===== config.mk =====
export PLATFORM = sky130hd
export DESIGN_NAME = calc_history_ctrl_flat
export DESIGN_NICKNAME = d
export VERILOG_FILES = /design/src/rtl/calc_history_ctrl_if.sv /design/src/rtl/calc_history_ctrl.sv /design/src/flat_wrapper.sv
export SDC_FILE = /design/constraint.sdc
export NUM_CORES = 1
export LEC_CHECK = 0
export CORE_ASPECT_RATIO = 1.4
export CORE_MARGIN = 2
export CORE_UTILIZATION = 46
export DETAILED_ROUTE_END_ITERATION = 10
export PLACE_DENSITY = 0.84
export RECOVER_POWER = 50
export SLEW_MARGIN = 25
export SYNTH_ARGS = -nofsm -noshare
export SYNTH_HDL_FRONTEND = slang
export SYNTH_SLANG_ARGS = --single-unit
export TNS_END_PERCENT = 5

===== constraint.sdc =====
create_clock -name clock -period 3.35 [get_ports clock]
set_input_delay 1.005 -clock clock [delete_from_list [all_inputs] [get_ports clock]]
set_output_delay 1.005 -clock clock [all_outputs]
set_load 0.05 [all_outputs]

===== src/rtl/calc_history_ctrl_if.sv =====
// ============================================================================
// Module   : calc_history_ctrl_if
// Purpose  : Request/recall bus and result-memory pins of the history controller.
// Revision : 1.0
// ============================================================================
`default_nettype none

interface calc_history_ctrl_if #(
  parameter int N = 17,
  parameter int M = 3
);
  logic         store_req;
  logic [N-1:0] store_data;
  logic         recall_req;
  logic [M-1:0] recall_idx;
  logic         clear;
  logic         busy;
  logic         recall_valid;
  logic [N-1:0] recall_data;
  logic         recall_err;
  logic [M:0]   count;
  logic         mem_enable;
  logic         mem_rw;
  logic [M-1:0] mem_addr;
  logic [N-1:0] mem_din;
  logic [N-1:0] mem_dout;

  modport slave (
    input  store_req, store_data, recall_req, recall_idx, clear, mem_dout,
    output busy, recall_valid, recall_data, recall_err, count,
           mem_enable, mem_rw, mem_addr, mem_din
  );

  modport master (
    output store_req, store_data, recall_req, recall_idx, clear, mem_dout,
    input  busy, recall_valid, recall_data, recall_err, count,
           mem_enable, mem_rw, mem_addr, mem_din
  );
endinterface

`default_nettype wire


===== src/rtl/calc_history_ctrl.sv =====
// ============================================================================
// Module   : calc_history_ctrl
// Purpose  : Circular result history in an 8x17 registered-read memory with
//            indexed recall (0 = most recent).
// Revision : 1.0
// ============================================================================
`default_nettype none

module calc_history_ctrl #(
  parameter int N = 17,
  parameter int M = 3
) (
  input  logic                clock,
  input  logic                reset_n,
  calc_history_ctrl_if.slave  bus
);

  localparam int           DEPTH   = 1 << M;
  localparam logic [M:0]   C_DEPTH = DEPTH[M:0];
  localparam logic [M-1:0] C_ONE_P = {{(M-1){1'b0}}, 1'b1};
  localparam logic [M:0]   C_ONE_C = {{M{1'b0}}, 1'b1};

  typedef enum logic [1:0] {
    S_IDLE = 2'd0,
    S_WR   = 2'd1,
    S_RD   = 2'd2,
    S_RDW  = 2'd3
  } state_t;

  state_t       r_state;
  state_t       w_next;
  logic [M-1:0] r_wptr;
  logic [M-1:0] r_raddr;
  logic [M:0]   r_count;
  logic [N-1:0] r_wdata;
  logic [N-1:0] r_rdata;
  logic         r_valid;
  logic         r_err;

  logic         w_idle;
  logic         w_idx_bad;
  logic         w_do_clear;
  logic         w_do_store;
  logic         w_do_recall;
  logic [M-1:0] w_raddr;
  logic         w_mem_enable;
  logic         w_mem_rw;

  assign w_idle      = (r_state == S_IDLE);
  assign w_idx_bad   = ({1'b0, bus.recall_idx} >= r_count);
  // clear > store > recall; losers in the same cycle are simply dropped
  assign w_do_clear  = w_idle & bus.clear;
  assign w_do_store  = w_idle & ~bus.clear & bus.store_req;
  assign w_do_recall = w_idle & ~bus.clear & ~bus.store_req & bus.recall_req;
  assign w_raddr     = r_wptr - C_ONE_P - bus.recall_idx;

  always_ff @(posedge clock or negedge reset_n) begin
    if (!reset_n) begin
      r_state <= S_IDLE;
    end else begin
      r_state <= w_next;
    end
  end

  always_comb begin
    w_next       = r_state;
    w_mem_enable = 1'b0;
    w_mem_rw     = 1'b1;
    case (r_state)
      S_IDLE: begin
        if (w_do_store) begin
          w_next = S_WR;
        end else if (w_do_recall && !w_idx_bad) begin
          w_next = S_RD;
        end
      end
      S_WR: begin
        w_mem_enable = 1'b1;
        w_mem_rw     = 1'b0;
        w_next       = S_IDLE;
      end
      S_RD: begin
        w_mem_enable = 1'b1;
        w_next       = S_RDW;
      end
      S_RDW: begin
        w_next = S_IDLE;
      end
      default: begin
        w_next = S_IDLE;
      end
    endcase
  end

  always_ff @(posedge clock or negedge reset_n) begin
    if (!reset_n) begin
      r_wptr  <= '0;
      r_raddr <= '0;
      r_count <= '0;
      r_wdata <= '0;
      r_rdata <= '0;
      r_valid <= 1'b0;
      r_err   <= 1'b0;
    end else begin
      r_valid <= 1'b0;
      r_err   <= 1'b0;
      if (w_do_clear) begin
        r_count <= '0;
        r_wptr  <= '0;
      end
      if (w_do_store) begin
        r_wdata <= bus.store_data;
      end
      if (w_do_recall) begin
        if (w_idx_bad) begin
          r_err <= 1'b1;
        end else begin
          r_raddr <= w_raddr;
        end
      end
      if (r_state == S_WR) begin
        r_wptr <= r_wptr + C_ONE_P;
        if (r_count != C_DEPTH) begin
          r_count <= r_count + C_ONE_C;
        end
      end
      // DataOut is only driven in the cycle after a read-enabled edge
      if (r_state == S_RDW) begin
        r_rdata <= bus.mem_dout;
        r_valid <= 1'b1;
      end
    end
  end

  assign bus.busy         = ~w_idle;
  assign bus.recall_valid = r_valid;
  assign bus.recall_err   = r_err;
  assign bus.recall_data  = r_rdata;
  assign bus.count        = r_count;
  assign bus.mem_enable   = w_mem_enable;
  assign bus.mem_rw       = w_mem_rw;
  assign bus.mem_addr     = (r_state == S_RD) ? r_raddr : r_wptr;
  assign bus.mem_din      = r_wdata;

endmodule

`default_nettype wire


===== src/flat_wrapper.sv =====
// flat-port wrapper written by rule: the top's interface ports become plain ports
module calc_history_ctrl_flat 
#(
  parameter int N = 17,
  parameter int M = 3
)
  (clock, reset_n, bus_store_req, bus_store_data, bus_recall_req, bus_recall_idx, bus_clear, bus_mem_dout, bus_busy, bus_recall_valid, bus_recall_data, bus_recall_err, bus_count, bus_mem_enable, bus_mem_rw, bus_mem_addr, bus_mem_din);
  calc_history_ctrl_if #(.N(N), .M(M)) bus_i ();
  input  logic clock;
  input  logic reset_n;
  input wire logic [$bits(bus_i.store_req)-1:0] bus_store_req;
  input wire logic [$bits(bus_i.store_data)-1:0] bus_store_data;
  input wire logic [$bits(bus_i.recall_req)-1:0] bus_recall_req;
  input wire logic [$bits(bus_i.recall_idx)-1:0] bus_recall_idx;
  input wire logic [$bits(bus_i.clear)-1:0] bus_clear;
  input wire logic [$bits(bus_i.mem_dout)-1:0] bus_mem_dout;
  output wire logic [$bits(bus_i.busy)-1:0] bus_busy;
  output wire logic [$bits(bus_i.recall_valid)-1:0] bus_recall_valid;
  output wire logic [$bits(bus_i.recall_data)-1:0] bus_recall_data;
  output wire logic [$bits(bus_i.recall_err)-1:0] bus_recall_err;
  output wire logic [$bits(bus_i.count)-1:0] bus_count;
  output wire logic [$bits(bus_i.mem_enable)-1:0] bus_mem_enable;
  output wire logic [$bits(bus_i.mem_rw)-1:0] bus_mem_rw;
  output wire logic [$bits(bus_i.mem_addr)-1:0] bus_mem_addr;
  output wire logic [$bits(bus_i.mem_din)-1:0] bus_mem_din;
  assign bus_i.store_req = bus_store_req;
  assign bus_i.store_data = bus_store_data;
  assign bus_i.recall_req = bus_recall_req;
  assign bus_i.recall_idx = bus_recall_idx;
  assign bus_i.clear = bus_clear;
  assign bus_i.mem_dout = bus_mem_dout;
  assign bus_busy = bus_i.busy;
  assign bus_recall_valid = bus_i.recall_valid;
  assign bus_recall_data = bus_i.recall_data;
  assign bus_recall_err = bus_i.recall_err;
  assign bus_count = bus_i.count;
  assign bus_mem_enable = bus_i.mem_enable;
  assign bus_mem_rw = bus_i.mem_rw;
  assign bus_mem_addr = bus_i.mem_addr;
  assign bus_mem_din = bus_i.mem_din;
  calc_history_ctrl #(.N(N), .M(M)) u_core (.clock(clock), .reset_n(reset_n), .bus(bus_i));
endmodule

==> qor.json, run 1 <==
{
  "worst_hold_path": {
    "worstHoldPathCells": 2,
    "min_path_type": "reg -> reg",
    "worst_hold_startpoint": "u_core.r_raddr[2]$_DFFE_PN0P_"
  },
  "placement": {
    "dp.final_hpwl_mm": 3.49,
    "gp_congestion": 0.723,
    "numPortBuffers": 87
  },
  "setup_path": {
    "critPathSlowestCell": "sky130_fd_sc_hd__clkdlybuf4s50_1",
    "setup.worst_path.class": "reg -> out",
    "path_cells": "inv_1, ha_1, mux2_2, clkdlybuf4s50_1",
    "maximum_fanout_along_the_worst_path": 5,
    "worstReg2RegStart": "u_core.bus.count[0]$_DFF_PN0_",
    "critPathLaunch": "u_core.r_state[0]$_DFFE_PN0P_",
    "arrival_ns": 2.21,
    "reg2reg_depth": 6,
    "worst_setup_path_start_kind": "flop",
    "critPathMaxStageDelay_ns": 0.70,
    "crit_required_ns": 2.34,
    "worstSetupEndpointType": "output port"
  },
  "finish": {
    "share_of_final_layout_standard_cells_stronger_than_drive_strength_1_pct": 21.3,
    "area_growth_pct": 46.6,
    "insertedDiodeCount": 0,
    "nets": 308,
    "final_core_occ_pct": 70.3
  },
  "yosys": {
    "ys.warnings.count": 0,
    "synth-seq-area-share_pct": 54.8,
    "yosys-top-cells-area": "sky130_fd_sc_hd__dfrtp_1 55%, sky130_fd_sc_hd__mux2_2 19%, sky130_fd_sc_hd__ha_1 6.8%, sky130_fd_sc_hd__o21ai_0 2.5%, sky130_fd_sc_hd__nand2_1 2.1%",
    "ys_ff_latch": 48,
    "syn-mean-instance-area_um2": 13.6,
    "synthesis.nets": 216,
    "synth_area_um2": 2190,
    "synthDominantCellAreaShare_pct": 54.8,
    "synth_top_flop_cell": "sky130_fd_sc_hd__dfrtp_1",
    "synth-edff-count": 0,
    "library_cell_with_the_largest_summed_area_after_synthesis": "sky130_fd_sc_hd__dfrtp_1",
    "yosys.cell_types.count": 27,
    "async_reset_ff_share_pct": 100,
    "postSynthCellCount": 161
  },
  "routing": {
    "via_per_inst": 4.88,
    "drc_errors": 0,
    "detail_route.wirelength_mm": 4.41,
    "drt_first_iter_violations": 15,
    "postRouteAntennaNets": 0,
    "routed_wire_length_per_instance_um": 14.0,
    "drtPass1Iterations": 3,
    "detailroute.via_count": 1536
  },
  "sta": {
    "setup_total_negative_slack_ns": 0,
    "post_route_fraction_of_the_period_consumed_by_the_critical_path_pct": 95.9,
    "hold_viol": 0,
    "timing.fmax_mhz": 311,
    "timing.final.setup_violations": 0,
    "final_max_slew_viol_count": 0,
    "fin_skew_ns": 0.00449,
    "final_period_minus_worst_setup_slack_ns": 3.21,
    "setup_repair_after_global_routing_missed_its_margin": "false",
    "relSlewSlack_pct": 26.5,
    "holdWs_ns": 0.502,
    "worst_pin_slew_ns": 1.10
  },
  "floorplanning": {
    "placement_rows": 29,
    "die_area_um2": 5340,
    "ios": 88,
    "die_x_extent_um": 62.3,
    "fp.coreArea_um2": 4570,
    "die_height_um": 85.7,
    "start_util_pct": 47.9
  },
  "clock_tree": {
    "tritoncts": "yes",
    "clock_sinks": 48,
    "cts_hold_buffers": 0,
    "clk_latency_ns": 0.29,
    "cts-htree-levels": 2,
    "max-clock-path-buffers": 2,
    "ctsResizeCount": 0,
    "clk_pin_slew_ns": 0.08,
    "clockRootBuffer": "sky130_fd_sc_hd__clkbuf_8",
    "cts.repair_timing.setup_buffer_count": 0,
    "cts-buffers-inserted": 5
  },
  "global_routing": {
    "global_route.usage.met2_pct": 32.8,
    "grt_first_pass_wirelength_mm": 7.56,
    "number_of_global_route_vias_before_repair": 1612,
    "antenna_found_initial": 0,
    "use_met3_pct": 4.72,
    "pin_count_of_the_biggest_net_entering_global_routing": 28,
    "global_route.usage.met1_pct": 19.9,
    "gr-total-overflow": 0,
    "grt_usage_pct": 18.1,
    "grt.busiest_layer": "met2"
  },
  "outcome": {
    "run_status": "complete, no violations"
  },
  "flow_run": {
    "max-cap-violations": 0
  }
}
-- final cells by class --
| cell class | count | area (µm²) |
|---|---|---|
| clock buffers | 6 | 82.6 |
| clock inverters | 1 | 8.76 |
| fillers | 364 | 1360 |
| inverters | 11 | 41.3 |
| multi-input cells | 98 | 925 |
| flip-flops and latches | 48 | 1200 |
| well taps | 62 | 77.6 |
| repair buffers | 89 | 877 |
-- cells by family after synthesis --
family / after synthesis / share of synthesized area, %
xor gates and xnor gates: 4 / 1.60
buffers and inverters: 15 / 3.02
AOI/OAI and AO/OA: 16 / 5.14
adders and majority gates: 13 / 7.76
and+or+nand+nor: 23 / 5.94
DFF: 48 / 54.8
muxes: 42 / 21.7
-- per-stage QoR --
stage / cell area [µm²] / setup slack [ns] / instances
after floorplan: 2190 / 1.10 / 161
after global placement: 3130 / 0.526 / 308
after detailed placement: 3130 / 0.471 / 308
after CTS: 3220 / 0.132 / 315
after global routing: 3210 / 0.0538 / 315
final: 3210 / 0.138 / 315
-- worst paths after layout --
| check | to | slack, ns |
|---|---|---|
| worst min register to register | u_core.r_raddr[2]$_DFFE_PN0P_ | 0.50 |
| worst max-delay path | bus_mem_addr[0] | 0.14 |
| worst max register to register | u_core.r_state[0]$_DFFE_PN0P_ | 1.56 |
| min in group asynchronous | u_core.bus.recall_data[1]$_DFFE_PN0P_ | 0.89 |
| worst min-delay path | u_core.r_raddr[2]$_DFFE_PN0P_ | 0.50 |
| max in group asynchronous | u_core.r_wptr[2]$_DFFE_PN0P_ | 1.22 |
-- synth_stat cells (2+ instances only) --
library cell and number:
sky130_fd_sc_hd__ha_1 12, sky130_fd_sc_hd__nand3_1 4, sky130_fd_sc_hd__nand2_1 12, sky130_fd_sc_hd__mux2i_1 3, sky130_fd_sc_hd__o21ai_0 11, sky130_fd_sc_hd__mux2_4 2
sky130_fd_sc_hd__buf_2 2, sky130_fd_sc_hd__inv_1 11, sky130_fd_sc_hd__xnor2_1 3, sky130_fd_sc_hd__dfrtp_1 48, sky130_fd_sc_hd__mux2_2 37
-- cell usage in the layout, fill, tap and decap left out --
| cell | n |
|---|---|
| sky130_fd_sc_hd__buf_4 | 1 |
| sky130_fd_sc_hd__o21ai_0 | 11 |
| sky130_fd_sc_hd__clkbuf_2 | 1 |
| sky130_fd_sc_hd__a22oi_1 | 1 |
| sky130_fd_sc_hd__nand3_1 | 4 |
| sky130_fd_sc_hd__nor2b_4 | 1 |
| sky130_fd_sc_hd__xor2_1 | 1 |
| sky130_fd_sc_hd__clkbuf_8 | 6 |
| sky130_fd_sc_hd__a31oi_1 | 1 |
| sky130_fd_sc_hd__a21oi_1 | 1 |
| sky130_fd_sc_hd__nand2b_4 | 1 |
| sky130_fd_sc_hd__inv_1 | 11 |
| sky130_fd_sc_hd__nand2_1 | 12 |
| sky130_fd_sc_hd__clkbuf_1 | 1 |
| sky130_fd_sc_hd__mux2_2 | 37 |
| sky130_fd_sc_hd__nand2b_1 | 1 |
| sky130_fd_sc_hd__clkdlybuf4s50_1 | 85 |
| sky130_fd_sc_hd__clkinv_4 | 1 |
| sky130_fd_sc_hd__mux2i_1 | 3 |
| sky130_fd_sc_hd__mux2_4 | 2 |
| sky130_fd_sc_hd__ha_1 | 12 |
| sky130_fd_sc_hd__o21bai_4 | 1 |
| sky130_fd_sc_hd__nand3b_2 | 1 |
| sky130_fd_sc_hd__dfrtp_1 | 48 |
| sky130_fd_sc_hd__dlygate4sd3_1 | 1 |
| sky130_fd_sc_hd__nand2_4 | 1 |
| sky130_fd_sc_hd__fa_1 | 1 |
| sky130_fd_sc_hd__nor2_1 | 1 |
| sky130_fd_sc_hd__xnor2_1 | 3 |
| sky130_fd_sc_hd__a211oi_4 | 1 |
| sky130_fd_sc_hd__nor3_1 | 1 |
-- routing by layer --
| layer | vias to the layer above | routed length, µm | part of all wire [%] |
|---|---|---|---|
| met1 | 740 | 1660 | 38 |
| met5 | - | 0 | 0 |
| met4 | 0 | 112 | 2.5 |
| met2 | 57 | 2370 | 54 |
| met3 | 9 | 263 | 6.0 |
| li1 | 730 | - | - |
-- sequential cells by signal, summed over array words and instances, names as in the netlist --
signal,count
u_core.bus.mem_din,17
u_core.bus.count,4
u_core.bus.recall_err,1
u_core.r_raddr,3
u_core.bus.recall_data,17
u_core.r_wptr,3
u_core.r_state,2
u_core.bus.recall_valid,1
-- worst max-delay path, delay by kind of cell, from the launching register on --
family                   cells  cell delay (ns)
adder cells (fa/ha/maj)      1             0.30
buffers and inverters        2             0.83
flip-flops                   1             0.41
multiplexers                 1             0.37
Power of run 1 is not shown: default switching activity piles up to over one toggle a cycle in this logic, so the estimate is an artifact.
==> run 2: changes to the inputs <==
Settings changed: CORE_UTILIZATION 46 to 30, CTS_CLUSTER_SIZE set to 24, MAX_ROUTING_LAYER set to met4, PLACE_DENSITY 0.84 to 0.59.
==> run 2 against run 1 <==
Sequential share of layout area shrank 0.32 points. Highest routed layer unchanged. Critical path type unchanged. First-iteration DRC count grew 110%. Cell count grew 10%. Global-route usage shrank 5.9 points. Critical path depth is the same.
==> qor.json, run 2 (same netlist as run 1, synthesis figures left out) <==
{
  "outcome": {
    "run_status": {"value": "complete, no violations", "change": "unchanged"}
  },
  "sta": {
    "hold_viol": {"value": 0, "change": "unchanged"},
    "final_max_slew_viol_count": {"value": 0, "change": "unchanged"},
    "post_route_fraction_of_the_period_consumed_by_the_critical_path": {"value": 94.8, "unit": "%", "change": "was 95.9%"},
    "setup_repair_after_global_routing_missed_its_margin": {"value": "false", "change": "unchanged"},
    "worst_pin_slew": {"value": 1.39, "unit": "ns", "change": "was 1.10 ns"},
    "timing.fmax": {"value": 315, "unit": "MHz", "change": "was 311 MHz"},
    "final_period_minus_worst_setup_slack": {"value": 3.17, "unit": "ns", "change": "was 3.21 ns"},
    "setup_total_negative_slack": {"value": 0, "unit": "ns", "change": "unchanged"},
    "relSlewSlack": {"value": 7.42, "unit": "%", "change": "was 26.5%"},
    "fin_skew": {"value": 0.00426, "unit": "ns", "change": "was 0.00449 ns"},
    "timing.final.setup_violations": {"value": 0, "change": "unchanged"}
  },
  "floorplanning": {
    "placement_rows": {"value": 36, "change": "was 29"},
    "die_x_extent": {"value": 76.2, "unit": "µm", "change": "was 62.3 µm"},
    "start_util": {"value": 31.2, "unit": "%", "change": "was 47.9%"},
    "die_area": {"value": 8020, "unit": "µm²", "change": "was 5340 µm²"},
    "die_height": {"value": 105, "unit": "µm", "change": "was 85.7 µm"},
    "ios": {"value": 88, "change": "unchanged"},
    "fp.coreArea": {"value": 7030, "unit": "µm²", "change": "was 4570 µm²"}
  },
  "clock_tree": {
    "cts-buffers-inserted": {"value": 5, "change": "unchanged"},
    "cts_hold_buffers": {"value": 0, "change": "unchanged"},
    "clk_latency": {"value": 0.29, "unit": "ns", "change": "about the same"},
    "clock_sinks": {"value": 48, "change": "unchanged"},
    "ctsResizeCount": {"value": 0, "change": "unchanged"},
    "tritoncts": {"value": "yes", "change": "unchanged"},
    "cts.repair_timing.setup_buffer_count": {"value": 0, "change": "unchanged"},
    "clockRootBuffer": {"value": "sky130_fd_sc_hd__clkbuf_8", "change": "unchanged"},
    "clk_pin_slew": {"value": 0.08, "unit": "ns", "change": "about the same"},
    "cts-htree-levels": {"value": 2, "change": "unchanged"},
    "max-clock-path-buffers": {"value": 2, "change": "unchanged"}
  },
  "setup_path": {
    "cp_num_buf_inv": {"value": 2, "change": "unchanged"},
    "maximum_fanout_along_the_worst_path": {"value": 5, "change": "unchanged"},
    "critPathSlowestCell": {"value": "sky130_fd_sc_hd__clkdlybuf4s50_1", "change": "unchanged"},
    "worst_setup_path_start_kind": {"value": "flop", "change": "unchanged"},
    "path_cells": {"value": "inv_1, ha_1, mux2_2, clkdlybuf4s50_1", "change": "unchanged"},
    "critPathMaxStageDelay": {"value": 0.70, "unit": "ns", "change": "about the same"},
    "arrival": {"value": 2.17, "unit": "ns", "change": "was 2.21 ns"},
    "setup.worst_path.class": {"value": "reg -> out", "change": "unchanged"},
    "worstSetupEndpointType": {"value": "output port", "change": "unchanged"},
    "crit_required": {"value": 2.34, "unit": "ns", "change": "about the same"},
    "critPathTopFamily": {"value": "buffers and inverters", "change": "unchanged"}
  },
  "routing": {
    "routed_wire_length_per_instance": {"value": 13.1, "unit": "µm", "change": "was 14.0 µm"},
    "via_per_inst": {"value": 4.41, "change": "was 4.88"},
    "drc_errors": {"value": 0, "change": "unchanged"},
    "detail_route.wirelength": {"value": 4.55, "unit": "mm", "change": "was 4.41 mm"},
    "drtPass1Iterations": {"value": 4, "change": "was 3"},
    "drt_first_iter_violations": {"value": 31, "change": "was 15"},
    "detailroute.via_count": {"value": 1533, "change": "was 1,536"},
    "postRouteAntennaNets": {"value": 0, "change": "unchanged"}
  },
  "placement": {
    "dp.final_hpwl": {"value": 3.44, "unit": "mm", "change": "was 3.49 mm"},
    "numPortBuffers": {"value": 87, "change": "unchanged"},
    "gp_congestion": {"value": 0.726, "change": "was 0.723"}
  },
  "flow_run": {
    "max-cap-violations": {"value": 0, "change": "unchanged"}
  },
  "finish": {
    "mostFrequentLayoutCell": {"value": "sky130_fd_sc_hd__clkdlybuf4s50_1", "change": "unchanged"},
    "insertedDiodeCount": {"value": 0, "change": "unchanged"},
    "nets": {"value": 308, "change": "unchanged"},
    "share_of_final_layout_standard_cells_stronger_than_drive_strength_1": {"value": 20.9, "unit": "%", "change": "was 21.3%"},
    "mostFrequentLayoutCells": {"value": "85 x sky130_fd_sc_hd__clkdlybuf4s50_1, 48 x sky130_fd_sc_hd__dfrtp_1, 37 x sky130_fd_sc_hd__mux2_2, 12 x sky130_fd_sc_hd__nand2_1, 12 x sky130_fd_sc_hd__ha_1", "change": "unchanged"},
    "area_growth": {"value": 47.8, "unit": "%", "change": "was 46.6%"}
  },
  "global_routing": {
    "pin_count_of_the_biggest_net_entering_global_routing": {"value": 27, "change": "was 28"},
    "grt_usage": {"value": 12.2, "unit": "%", "change": "was 18.1%"},
    "grt_first_pass_wirelength": {"value": 7.74, "unit": "mm", "change": "was 7.56 mm"},
    "antenna_found_initial": {"value": 0, "change": "unchanged"},
    "number_of_global_route_vias_before_repair": {"value": 1592, "change": "was 1,612"},
    "gr-total-overflow": {"value": 0, "change": "unchanged"}
  },
  "worst_hold_path": {
    "min_path_type": {"value": "reg -> reg", "change": "unchanged"}
  }
}
run 2: through the flow:
stage / cell area [µm²] / hold slack, ns / worst slack (ns) / cells / utilization [%]
3_3_place_gp: 3170 / 0.477 / 0.521 / 341 / 45.1
6_report: 3240 / 0.492 / 0.175 / 348 / 46.1
4_1_cts: 3240 / 0.504 / 0.139 / 348 / 46.2
3_5_place_dp: 3170 / 0.485 / 0.481 / 341 / 45.1
2_1_floorplan: 2190 / 0.444 / 1.10 / 161 / -
5_1_grt: 3240 / 0.527 / 0.0404 / 348 / 46.1
run 2: metal layers:
metal | vias to the layer above | wire, µm | GRT usage (%) | part of all wire (%)
li1 | 728 | - | - | -
met1 | 745 | 1890 | 14.1 | 41
met2 | 53 | 2330 | 20.7 | 51
met3 | 7 | 269 | 3.28 | 5.9
met4 | 0 | 65 | 3.90 | 1.4
met5 | - | 0 | - | 0
run 2: worst paths after layout:
check	to	slack, ns	from	cells after the start
max	bus_mem_addr[1]	0.18	u_core.r_state[0]$_DFFE_PN0P_	4
min	u_core.r_raddr[2]$_DFFE_PN0P_	0.49	u_core.r_raddr[2]$_DFFE_PN0P_	2
max reg2reg	u_core.r_state[1]$_DFFE_PN0P_	1.56	u_core.bus.count[0]$_DFF_PN0_	6
min reg2reg	u_core.r_raddr[2]$_DFFE_PN0P_	0.49	u_core.r_raddr[2]$_DFFE_PN0P_	2
max in group asynchronous	u_core.bus.recall_data[6]$_DFFE_PN0P_	1.09	reset_n	2
min in group asynchronous	u_core.bus.recall_data[2]$_DFFE_PN0P_	1.02	reset_n	1
run 2: worst reg2reg max path: stages (launching register included):
cell	delay [ns]
sky130_fd_sc_hd__dfrtp_1	0.46
sky130_fd_sc_hd__ha_1	0.32
sky130_fd_sc_hd__nand2b_4	0.15
sky130_fd_sc_hd__a211oi_4	0.29
sky130_fd_sc_hd__o21bai_4	0.13
sky130_fd_sc_hd__nand3_1	0.17
sky130_fd_sc_hd__mux2i_1	0.20
run 2: final cells by class:
type / count / area, µm²
clock buffer: 6 / 72.6
fill: 694 / 3790
clock inverter: 1 / 5.00
inverter: 11 / 41.3
multi-input combinational: 98 / 925
sequential: 48 / 1200
timing repair buffer: 89 / 877
tap: 95 / 119
Power of run 2 is left out for the same reason.
